`src/rtl/uart_mem_pkg.sv`:
```
// Shared types and helpers for the UART memory dumper.
// Holds the dump FSM state encoding and word/byte sizing helpers.
package uart_mem_pkg;

    typedef enum logic [2:0] {
        IDLE,
        FETCH,
        CAPTURE,
        SEND,
        WAIT_TX,
        FINISH
    } dump_state_t;

    localparam int DEFAULT_INSTR_WIDTH = 32;
    localparam int BYTES_PER_WORD      = DEFAULT_INSTR_WIDTH / 8;

    function automatic int bytes_per_word(input int width);
        return width / 8;
    endfunction

endpackage

```
`src/rtl/uart_mem_dumper_uart.sv`:
```
// UART_wrapper: 8N1-capable serial transmitter and receiver.
// Transmit is fully framed; the receiver samples mid-bit after a 2-FF sync.
module UART_wrapper #(
    parameter int CLK_PER_BIT = 50,
    parameter int dataWidth   = 8,
    parameter int parityBits  = 0,
    parameter int stopBits    = 1
) (
    input  logic                 clk,
    input  logic                 rst,
    input  logic                 tx_en,
    input  logic [dataWidth-1:0] tx_byte,
    output logic                 tx_busy,
    output logic                 tx_done,
    output logic                 tx,
    input  logic                 rx,
    output logic [dataWidth-1:0] rx_data,
    output logic                 rx_valid,
    output logic                 rx_err
);

    localparam int CW    = (CLK_PER_BIT > 1) ? $clog2(CLK_PER_BIT) : 1;
    localparam int FW    = dataWidth + parityBits + stopBits;
    localparam int TBW   = $clog2(FW + 1);
    localparam int DBITS = dataWidth + parityBits;
    localparam int RBW   = (DBITS > 1) ? $clog2(DBITS) : 1;

    typedef enum logic [1:0] {
        RX_IDLE,
        RX_START,
        RX_DATA,
        RX_STOP
    } rx_state_t;

    logic [FW-1:0]    frame;
    logic [FW-1:0]    tx_shreg;
    logic [CW-1:0]    tx_cnt;
    logic [TBW-1:0]   tx_bit;
    logic             tx_bit_end;

    rx_state_t        rx_state;
    rx_state_t        rx_state_next;
    logic             rx_meta;
    logic             rx_sync;
    logic [CW-1:0]    rx_cnt;
    logic [RBW-1:0]   rx_bit;
    logic [DBITS-1:0] rx_shreg;
    logic             rx_half;
    logic             rx_bit_end;

    // Build the post-start-bit frame: data LSB first, optional even parity, stop bits
    always_comb begin
        frame                  = '1;
        frame[dataWidth-1:0]   = tx_byte;
        if (parityBits != 0) begin
            frame[dataWidth] = ^tx_byte;
        end
    end

    assign tx_bit_end = (tx_cnt == CW'(CLK_PER_BIT - 1));

    // Transmitter: start bit on accept, then shift frame out one bit period each
    always_ff @(posedge clk) begin
        if (rst) begin
            tx       <= 1'b1;
            tx_busy  <= 1'b0;
            tx_done  <= 1'b0;
            tx_shreg <= '0;
            tx_cnt   <= '0;
            tx_bit   <= '0;
        end else begin
            tx_done <= 1'b0;
            if (!tx_busy) begin
                if (tx_en) begin
                    tx       <= 1'b0;
                    tx_busy  <= 1'b1;
                    tx_shreg <= frame;
                    tx_cnt   <= '0;
                    tx_bit   <= '0;
                end
            end else if (tx_bit_end) begin
                tx_cnt <= '0;
                if (tx_bit == TBW'(FW)) begin
                    tx      <= 1'b1;
                    tx_busy <= 1'b0;
                    tx_done <= 1'b1;
                end else begin
                    tx       <= tx_shreg[0];
                    tx_shreg <= tx_shreg >> 1;
                    tx_bit   <= tx_bit + TBW'(1);
                end
            end else begin
                tx_cnt <= tx_cnt + CW'(1);
            end
        end
    end

    assign rx_half    = (rx_cnt == CW'(CLK_PER_BIT / 2 - 1));
    assign rx_bit_end = (rx_cnt == CW'(CLK_PER_BIT - 1));

    // Receiver state register
    always_ff @(posedge clk) begin
        if (rst) begin
            rx_state <= RX_IDLE;
        end else begin
            rx_state <= rx_state_next;
        end
    end

    // Receiver next-state: confirm start at mid-bit, then walk data and stop
    always_comb begin
        rx_state_next = rx_state;
        unique case (rx_state)
            RX_IDLE: begin
                if (!rx_sync) rx_state_next = RX_START;
            end
            RX_START: begin
                if (rx_half) rx_state_next = rx_sync ? RX_IDLE : RX_DATA;
            end
            RX_DATA: begin
                if (rx_bit_end && rx_bit == RBW'(DBITS - 1)) begin
                    rx_state_next = RX_STOP;
                end
            end
            RX_STOP: begin
                if (rx_bit_end) rx_state_next = RX_IDLE;
            end
            default: rx_state_next = RX_IDLE;
        endcase
    end

    // Receiver datapath: synchronizer, bit timer, shift register, result pulse
    always_ff @(posedge clk) begin
        if (rst) begin
            rx_meta  <= 1'b1;
            rx_sync  <= 1'b1;
            rx_cnt   <= '0;
            rx_bit   <= '0;
            rx_shreg <= '0;
            rx_data  <= '0;
            rx_valid <= 1'b0;
            rx_err   <= 1'b0;
        end else begin
            rx_meta  <= rx;
            rx_sync  <= rx_meta;
            rx_valid <= 1'b0;
            case (rx_state)
                RX_IDLE: begin
                    rx_cnt <= '0;
                    rx_bit <= '0;
                end
                RX_START: begin
                    rx_cnt <= rx_half ? '0 : rx_cnt + CW'(1);
                end
                RX_DATA: begin
                    if (rx_bit_end) begin
                        rx_cnt   <= '0;
                        rx_shreg <= {rx_sync, rx_shreg[DBITS-1:1]};
                        rx_bit   <= rx_bit + RBW'(1);
                    end else begin
                        rx_cnt <= rx_cnt + CW'(1);
                    end
                end
                RX_STOP: begin
                    if (rx_bit_end) begin
                        rx_cnt   <= '0;
                        rx_data  <= rx_shreg[dataWidth-1:0];
                        rx_valid <= 1'b1;
                        rx_err   <= !rx_sync || ((parityBits != 0) && (^rx_shreg));
                    end else begin
                        rx_cnt <= rx_cnt + CW'(1);
                    end
                end
                default: rx_cnt <= '0;
            endcase
        end
    end

endmodule

```
`src/rtl/uart_mem_dumper.sv`:
```
// uart_mem_dumper: streams a range of words from an external synchronous
// memory out over a UART, MSB byte first, with busy/done status.
module uart_mem_dumper
    import uart_mem_pkg::*;
#(
    parameter int INSTR_WIDTH = 32,
    parameter int DEPTH       = 256,
    parameter int CLK_PER_BIT = 50
) (
    input  logic                     clk,
    input  logic                     rst,
    input  logic                     start,
    input  logic [$clog2(DEPTH)-1:0] start_addr,
    input  logic [$clog2(DEPTH):0]   word_count,
    output logic [$clog2(DEPTH)-1:0] rd_addr,
    input  logic [INSTR_WIDTH-1:0]   rd_data,
    output logic                     uart_tx,
    output logic                     busy,
    output logic                     done
);

    localparam int AW  = $clog2(DEPTH);
    localparam int BPW = bytes_per_word(INSTR_WIDTH);
    localparam int BIW = (BPW > 1) ? $clog2(BPW) : 1;

    dump_state_t            state;
    dump_state_t            state_next;
    logic [AW-1:0]          cur_addr;
    logic [AW:0]            remaining;
    logic [BIW-1:0]         byte_idx;
    logic [INSTR_WIDTH-1:0] shift_reg;
    logic                   tx_en;
    logic                   tx_busy;
    logic                   tx_done;
    logic [7:0]             tx_byte;
    logic                   last_byte;
    logic                   last_word;
    logic [7:0]             rx_data_unused;
    logic                   rx_valid_unused;
    logic                   rx_err_unused;

    assign rd_addr   = cur_addr;
    assign tx_byte   = shift_reg[INSTR_WIDTH-1 -: 8];
    assign last_byte = (byte_idx == BIW'(BPW - 1));
    assign last_word = (remaining <= (AW + 1)'(1));

    // State register
    always_ff @(posedge clk) begin
        if (rst) begin
            state <= IDLE;
        end else begin
            state <= state_next;
        end
    end

    // Next-state: one read per word, one UART frame per byte
    always_comb begin
        state_next = state;
        unique case (state)
            IDLE: begin
                if (start) begin
                    state_next = (word_count == '0) ? FINISH : FETCH;
                end
            end
            FETCH:   state_next = CAPTURE;
            CAPTURE: state_next = SEND;
            SEND: begin
                if (!tx_busy) state_next = WAIT_TX;
            end
            WAIT_TX: begin
                if (tx_done) begin
                    if (!last_byte)     state_next = SEND;
                    else if (last_word) state_next = FINISH;
                    else                state_next = FETCH;
                end
            end
            FINISH:  state_next = IDLE;
            default: state_next = IDLE;
        endcase
    end

    // Outputs decoded from state
    always_comb begin
        tx_en = (state == SEND) && !tx_busy;
        busy  = (state == FETCH) || (state == CAPTURE) ||
                (state == SEND)  || (state == WAIT_TX);
        done  = (state == FINISH);
    end

    // Datapath: address/count bookkeeping and byte shifting
    always_ff @(posedge clk) begin
        if (rst) begin
            cur_addr  <= '0;
            remaining <= '0;
            byte_idx  <= '0;
            shift_reg <= '0;
        end else begin
            case (state)
                IDLE: begin
                    if (start && word_count != '0) begin
                        cur_addr  <= start_addr;
                        remaining <= word_count;
                    end
                end
                CAPTURE: begin
                    shift_reg <= rd_data;
                    byte_idx  <= '0;
                end
                WAIT_TX: begin
                    if (tx_done) begin
                        if (!last_byte) begin
                            shift_reg <= shift_reg << 8;
                            byte_idx  <= byte_idx + BIW'(1);
                        end else begin
                            if (remaining != '0) begin
                                remaining <= remaining - (AW + 1)'(1);
                            end
                            cur_addr <= (cur_addr == AW'(DEPTH - 1)) ?
                                        '0 : cur_addr + AW'(1);
                        end
                    end
                end
                default: ;
            endcase
        end
    end

    UART_wrapper #(
        .CLK_PER_BIT(CLK_PER_BIT),
        .dataWidth  (8),
        .parityBits (0),
        .stopBits   (1)
    ) u_uart (
        .clk     (clk),
        .rst     (rst),
        .tx_en   (tx_en),
        .tx_byte (tx_byte),
        .tx_busy (tx_busy),
        .tx_done (tx_done),
        .tx      (uart_tx),
        .rx      (1'b1),
        .rx_data (rx_data_unused),
        .rx_valid(rx_valid_unused),
        .rx_err  (rx_err_unused)
    );

endmodule

```
`config.mk`:
```
export PLATFORM = sky130hd
export DESIGN_NAME = uart_mem_dumper
export DESIGN_NICKNAME = d
export VERILOG_FILES = /design/src/rtl/uart_mem_pkg.sv /design/src/rtl/uart_mem_dumper_uart.sv /design/src/rtl/uart_mem_dumper.sv
export SDC_FILE = /design/constraint.sdc
export NUM_CORES = 1
export LEC_CHECK = 0
export BUFFER_PORTS_ARGS = -buffer_cell sky130_fd_sc_hd__buf_2
export CORE_ASPECT_RATIO = 1.2
export CORE_MARGIN = 5
export CORE_UTILIZATION = 59
export DETAILED_ROUTE_END_ITERATION = 12
export PLACE_DENSITY = 0.86
export RECOVER_POWER = 50
export SYNTH_ARGS = -nofsm -noshare
export SYNTH_HDL_FRONTEND = slang
export SYNTH_HIERARCHICAL = 1
export SYNTH_SLANG_ARGS = --single-unit
```
`constraint.sdc`:
```
create_clock -name clk -period 2.7 [get_ports clk]
set_input_delay 0.27 -clock clk [delete_from_list [all_inputs] [get_ports clk]]
set_output_delay 0.27 -clock clk [all_outputs]
set_load 0.005 [all_outputs]
```
Word level (Yosys, flattened, before mapping)
Index checks and enable logic that the tools add are counted.
{ "totals": {"regBits": 76, "inputBits": 52, "out_inout_bits": 11} }
{ "op_classes": {"add_sub_neg": 5, "order_cmp": 1, "n_eq_ne": 18, "muxes": 43, "n_bitwise": 2, "reduce_logical": 20} }
{ "ops": {"columns": ["cell", "n"], "rows": [
  ["$mux 9", 8],
  ["$mux 32", 2],
  ["$pmux 32 s2", 1],
  ["$mux 8", 4],
  ["$mux 3", 6],
  ["$mux 6", 3],
  ["$pmux 9 s2", 1],
  ["$reduce_bool 9->1", 2],
  ["$mux 4", 4],
  ["$pmux 8 s2", 1],
  ["$pmux 3 s5", 1],
  ["$ne 2x2->1 const B", 7],
  ["$le 9x1->1 const B", 1],
  ["$logic_not 9->1", 1],
  ["$mux 1", 9],
  ["$reduce_and 3->1", 3],
  ["$sub 9x1->9 const B", 1],
  ["$add 8x1->8 const B", 1],
  ["$eq 8x8->1 const B", 1],
  ["$add 6x1->6 const B", 1],
  ["$eq 3x2->1 const B", 2],
  ["$eq 3x3->1 const B", 2],
  ["$eq 6x6->1 const B", 1],
  ["$reduce_bool 2->1", 3],
  ["17 further kinds", 23]
]} }

Logic depth before layout (Yosys ltp)
Gate-level depths: netlist (run 1).
{ "depth": {"depth_word": 5, "depth_mapped": 7, "mapped_depth_nobuf": 6} }

Modules after synthesis
Netlist (run 1), hierarchy kept.
{ "by_module_without_submodules": {"columns": ["mod", "instances", "cells_per_inst", "area_each_um2"], "rows": [
  ["uart_mem_dumper", 1, 363, 2877.8],
  ["UART_wrapper", 1, 255, 2372.3]
]} }

Worst setup path before layout (run 1)
No wires, ideal clock.
{ "synth_timing": {"path_kind": "register to register", "start": "register state[0]", "end": "register u_uart.tx_shreg[0]", "setup_time_ns": 0.141, "arrival_time_ns": 1.725, "t_required_ns": 2.559, "path_slack_ns": 0.834, "stages_incl_launch_ff": 8, "period_less_slack_ns": 1.866, "cell_sequence": "dfxtp_1 -> buf_2 -> nand2b_1 -> nor3b_1 -> nor2b_1 -> a31oi_1 -> nor2_1 -> a211oi_1"} }
{ "synth_via": {"elab_chain_len": 4} }
{ "synth_lines": {"columns": ["item", "line_no", "text"], "rows": [
  ["start, declared", "uart_mem_dumper.sv:26", "dump_state_t state;"],
  ["start signal, assigned", "uart_mem_dumper.sv:52", "state <= state_next;"],
  ["$eq 3x2->1", "uart_mem_dumper.sv:84", "tx_en = (state == SEND) && !tx_busy;"],
  ["$logic_and 1x1->1", "uart_mem_dumper.sv:84", null],
  ["via tx_en", "uart_mem_dumper.sv:32", "logic tx_en;"],
  ["$reduce_bool 2->1 (no source line)", null, null],
  ["$reduce_and 3->1 (no source line)", null, null],
  ["end signal, assigned", "uart_mem_dumper_uart.sv:77", "tx_shreg <= frame;"],
  ["end signal, assigned", "uart_mem_dumper_uart.sv:89", "tx_shreg <= tx_shreg >> 1;"],
  ["end, declared", "uart_mem_dumper_uart.sv:36", "logic [FW-1:0] tx_shreg;"]
]} }
The timed path passes the listed nets, and every way through them passes these cells.
A chain may end at the register's enable or synchronous reset.

Final worst setup path (run 1)
{ "layout_timing": {"start": "register state[2]", "end": "register remaining[0]"} }
{ "layout_via": {"elab_chain_len": 3, "word_cells_on_any_way": 9, "cone_classes": "eq/ne (5); mux (1); reduce/logical (3)"} }
{ "layout_lines": {"columns": ["item", "line_no", "text"], "rows": [
  ["$eq 3x3->1 or $logic_not 3->1 (tied branches)", "uart_mem_dumper.sv:98", "case (state)"],
  ["$ne 2x1->1 (no source line), or another cell as far along", null, null],
  ["$reduce_and 5->1 (no source line)", null, null],
  ["end signal, assigned", "uart_mem_dumper.sv:102", "remaining <= word_count;"],
  ["end signal, assigned", "uart_mem_dumper.sv:116", "remaining <= remaining - (AW + 1)'(1);"],
  ["end, declared", "uart_mem_dumper.sv:29", "logic [AW:0] remaining;"]
]} }
Several ways; a longest one is shown, not always the timed one.

==> results.yml, run 1 <==
drt:
  first_pass_iters: 5
  post-route-drc-count: 0
  drtIter0Drc: 372
  antenna_left: 0
  vias: 3856
  viasPerCell: 6.150
  wire_per_inst_um: 15.37
  drt_wl_total_um: 9635
power:
  total_power_mw: 2.746
  p_per_area_mw_per_mm2: 612.5
  irDropWorstVdd_v: 0.0004060
  leakage_nw: 1.655
hold_path:
  min_path_type: "in2reg"
cells_and_area:
  largest_reg_flops: 32
  num_antenna_cells: 0
  syn_to_final_growth_pct: 13.53
  final_net_count: 598
  drive_gt1_share_pct: 17.16
  fin_cells: 627
  post-route-util_pct: 69.14
worst_setup_path:
  critical_path.startpoint: "state[2]"
  end_kind: "register"
  slowest_stage: "dfxtp_1"
  critPathTopFamily: "simple AND/OR/NAND/NOR gates"
  path_max_fanout: 17
  crit_chain: "nor3b_2, clkbuf_1, and4_1, a211oi_1, a221oi_1"
  crit_buf_inv: 1
  r2r_cells: 5
  path_depth: 5
  reg2reg_to: "remaining[0]"
  critPathRequiredTime_ns: 2.97
  cp.arrival_ns: 2.67
  setup.worst_path.end: "remaining[0]"
  setup.worst_path.class: "reg2reg"
  startpoint_type: "register"
  slowest_delay_ns: 0.65
  worstReg2RegStart: "state[2]"
  ff2ff_setup_slack_ns: 0.30
grt:
  grt_max_degree: 51
  track_usage_pct: 23.07
  grt_pass1_wl_um: 16230
  overflow: 0
  grt_pass1_vias: 3597
  met1_usage_pct: 29.30
  grt_busiest_layer: "met2"
  antenna_found_initial: 0
  grt_util_met2_pct: 38.03
  use_met3_pct: 4.640
synthesis:
  yosys_warnings: 6
  syn_avg_cell_area_um2: 8.094
  synthCells: 488
  synthesis.nets: 549
  synth_area_mm2: 0.003950
clocking:
  root_buffer: "clkbuf_8"
  clk_path_buf_depth: 2
  clock_sinks: 76
  clock_latency_ns: 0.36
  htreeDepth: 3
  cts_buffers: 9
  cts_tree: "built"
  post-cts-setup-buffers: 0
  ctsResizeCount: 0
  clk_pin_slew_worst_paths_ns: 0.08
  holdBufCountCts: 0
timing:
  slew_violations: 0
  max_freq_mhz: 417.0
  period_share_pct: 88.83
  setup_tns_ns: 0
  slew_headroom_pct: 54.25
  layout_min_cycle_time_ns: 2.398
  finalClockSkew_ns: 0.008759
  rsz0062_at_grt: "no"
  setup_violations: 0
  worst_pin_slew_ns: 0.6800
  hold_viol_final: 0
flow_run:
  max_cap_viol_count: 0
placement:
  gp_congestion: 0.8960
  port_buffers: 62
  placed_cells: 611
  dp_hpwl_um: 6582
floorplanning:
  fp.dieArea_mm2: 0.008438
  fp.dieW_um: 84.70
  ioPinCount: 63
  core-area_mm2: 0.006486
  die_y_um: 99.63
  initial_core_util_pct: 60.90
  fp-row-count: 32
run_status:
  status: "complete, no violations"
[worst register-to-register path: cells and delay by family, from the launching register on]
family	cells	cell delay (ns)
AO/OA/AOI/OAI	2	0.33
buffers and inverters	1	0.34
flip-flops	1	0.65
AND/OR/NAND/NOR	2	0.99
[cell type report]
type,count,area (um2)
Tap cell,85,106.4
Multi-Input combinational cell,367,2226
Timing Repair Buffer,75,391.6
Inverter,8,30.03
Fill cell,551,2002
Clock inverter,6,71.32
Sequential cell,76,1521
Clock buffer,10,137.6
[through the flow]
stage / cell area [um2] / setup slack, ns / hold WS [ns]
2_1_floorplan: 3950 / 0.8337 / 0.4308
3_3_place_gp: 4298 / 0.4811 / 0.4434
3_5_place_dp: 4298 / 0.5167 / 0.4563
4_1_cts: 4507 / 0.4773 / 0.1486
5_1_grt: 4484 / 0.1179 / 0.1649
6_report: 4484 / 0.3017 / 0.1552
[placed cells by master (no fill, tap or decap), drive strengths merged, types with 11 or more instances in the layout]
cell / n
clkbuf: 18
nor2: 55
a21oi: 34
dfxtp: 76
nand2: 70
a311oi: 26
nor3: 14
buf: 67
nand3: 18
mux2i: 11
[worst min path at each step]
stage | from | end | slack (ns) | cells after the start
after global routing | rd_data[26] | shift_reg[26] | 0.16 | 3
after detailed placement | byte_idx[1] | byte_idx[1] | 0.46 | 2
after global placement | byte_idx[1] | byte_idx[1] | 0.44 | 2
after CTS | rd_data[1] | shift_reg[1] | 0.15 | 3
after floorplan | rd_data[0] | shift_reg[0] | 0.43 | 2
final | rd_data[1] | shift_reg[1] | 0.16 | 3
[power by group]
group / internal [mW] / switching (mW) / total [mW]
clock network: 0.460 / 0.457 / 0.917
registers: 1.23 / 0.0919 / 1.32
logic: 0.223 / 0.289 / 0.512
[per-layer routing]
metal / vias up / wire [um]
met1: 1786 / 4072
li1: 1903 / -
met3: 19 / 626
met5: - / 0
met2: 148 / 4768
met4: 0 / 167
No activity file was read; power rests on OpenSTA's default activity.
==> inputs of run 2 (changes only) <==
- PLACE_DENSITY: 0.86 -> 0.9
==> results.yml, run 2 (synthesized netlist as in run 1, its figures left out) <==
run_status:
  status: "complete, no violations"
clocking:
  cts_buffers: 9
  htreeDepth: 3
  holdBufCountCts: 0
  clk_path_buf_depth: 2
  cts_tree: "built"
  clock_latency_ns: 0.36
  clock_sinks: 76
  ctsResizeCount: 0
  post-cts-setup-buffers: 0
  clk_pin_slew_worst_paths_ns: 0.09
  root_buffer: "clkbuf_8"
timing:
  hold_viol_final: 0
  fin_hold_ws_ns: 0.1589
  rsz0062_at_grt: "no"
  slew_headroom_pct: 50.57
  worst_pin_slew_ns: 0.7415
  slew_violations: 0
  finalClockSkew_ns: 0.009984
  setup_tns_ns: 0
  period_share_pct: 90.45
  setup_violations: 0
  max_freq_mhz: 409.5
  layout_min_cycle_time_ns: 2.442
grt:
  grt_max_degree: 51
  track_usage_pct: 23.18
  grt_pass1_wl_um: 16260
  overflow: 0
  antenna_found_initial: 0
  grt_pass1_vias: 3563
drt:
  antenna_left: 0
  wire_per_inst_um: 15.67
  viasPerCell: 6.270
  vias: 3931
  drt_wl_total_um: 9824
  drtIter0Drc: 340
  first_pass_iters: 5
  post-route-drc-count: 0
worst_setup_path:
  startpoint_type: "register"
  critPathRequiredTime_ns: 2.96
  cp.arrival_ns: 2.70
  setup.worst_path.class: "reg2reg"
  r2r_cells: 5
  slowest_stage: "clkbuf_2"
  slowest_delay_ns: 0.69
  crit_chain: "buf_4, nor3b_2, clkbuf_2, nand2_1, a311oi_1"
  end_kind: "register"
  path_max_fanout: 36
cells_and_area:
  final_net_count: 598
  fin_cells: 627
  mostFrequentLayoutCells: "dfxtp_1 (76), nand2_1 (70), buf_2 (58)"
  mostFrequentLayoutCell: "dfxtp_1"
  num_antenna_cells: 0
  largest_reg_flops: 32
  post-route-cell-area_mm2: 0.004513
  drive_gt1_share_pct: 17.16
  syn_to_final_growth_pct: 14.25
hold_path:
  hold-path-cell-count: 3
  min_path_type: "in2reg"
power:
  irDropWorstVdd_v: 0.0005070
  p_per_area_mw_per_mm2: 629.6
  leakage_nw: 1.674
  total_power_mw: 2.842
floorplanning:
  die_y_um: 99.63
  initial_core_util_pct: 60.90
  ioPinCount: 63
  core-area_mm2: 0.006486
  fp.dieW_um: 84.70
  fp.dieArea_mm2: 0.008438
  fp-row-count: 32
placement:
  placed_cells: 611
  gp_congestion: 0.9311
  dpl_cell_area_mm2: 0.004298
  port_buffers: 62
  dp_hpwl_um: 6729
flow_run:
  max_cap_viol_count: 0
==> run 2: worst paths after layout <==
kind              slack, ns            end        start
setup / recovery       0.26  shift_reg[29]     state[2]
setup reg to reg       0.26  shift_reg[29]     state[2]
hold / removal         0.16   shift_reg[3]   rd_data[3]
hold reg to reg        0.46    byte_idx[1]  byte_idx[1]
==> run 2: final cells by class <==
class | count | area (um2)
clock buffers | 9 | 123.9
fillers | 505 | 1973
multi-input cells | 367 | 2226
repair buffers | 75 | 400.4
flip-flops and latches | 76 | 1521
well taps | 85 | 106.4
inverters | 8 | 30.03
clock inverters | 7 | 105.1
==> run 2: per-stage QoR <==
step,setup WS [ns],utilization [%]
global route,0.1264,69.58
CTS,0.4729,69.79
detailed placement,0.5040,66.26
finish,0.2579,69.58
global placement,0.5900,66.26
floorplan,0.8337,-
==> run 2: where the power goes <==
part / total [mW] / switching (mW) / internal, mW
combinational: 0.520 / 0.297 / 0.223
clock: 1.01 / 0.469 / 0.536
sequential: 1.32 / 0.0895 / 1.23
total: 2.84 / 0.856 / 1.99
==> run 2: critical path: cells and delay by family, from the launching register on <==
kind / cells / cell delay [ns]
compound gates: 1 / 0.34
flops: 1 / 0.38
simple gates: 2 / 0.72
buf+inv: 2 / 0.89
==> run 2: routing by layer <==
metal / vias up / GRT usage (%) / wire length, um
met1: 1830 / 28.97 / 4166
met4: 0 / 8.283 / 183
met3: 21 / 5.385 / 660
li1: 1913 / - / -
met5: - / 0 / 0
met2: 167 / 39.00 / 4813
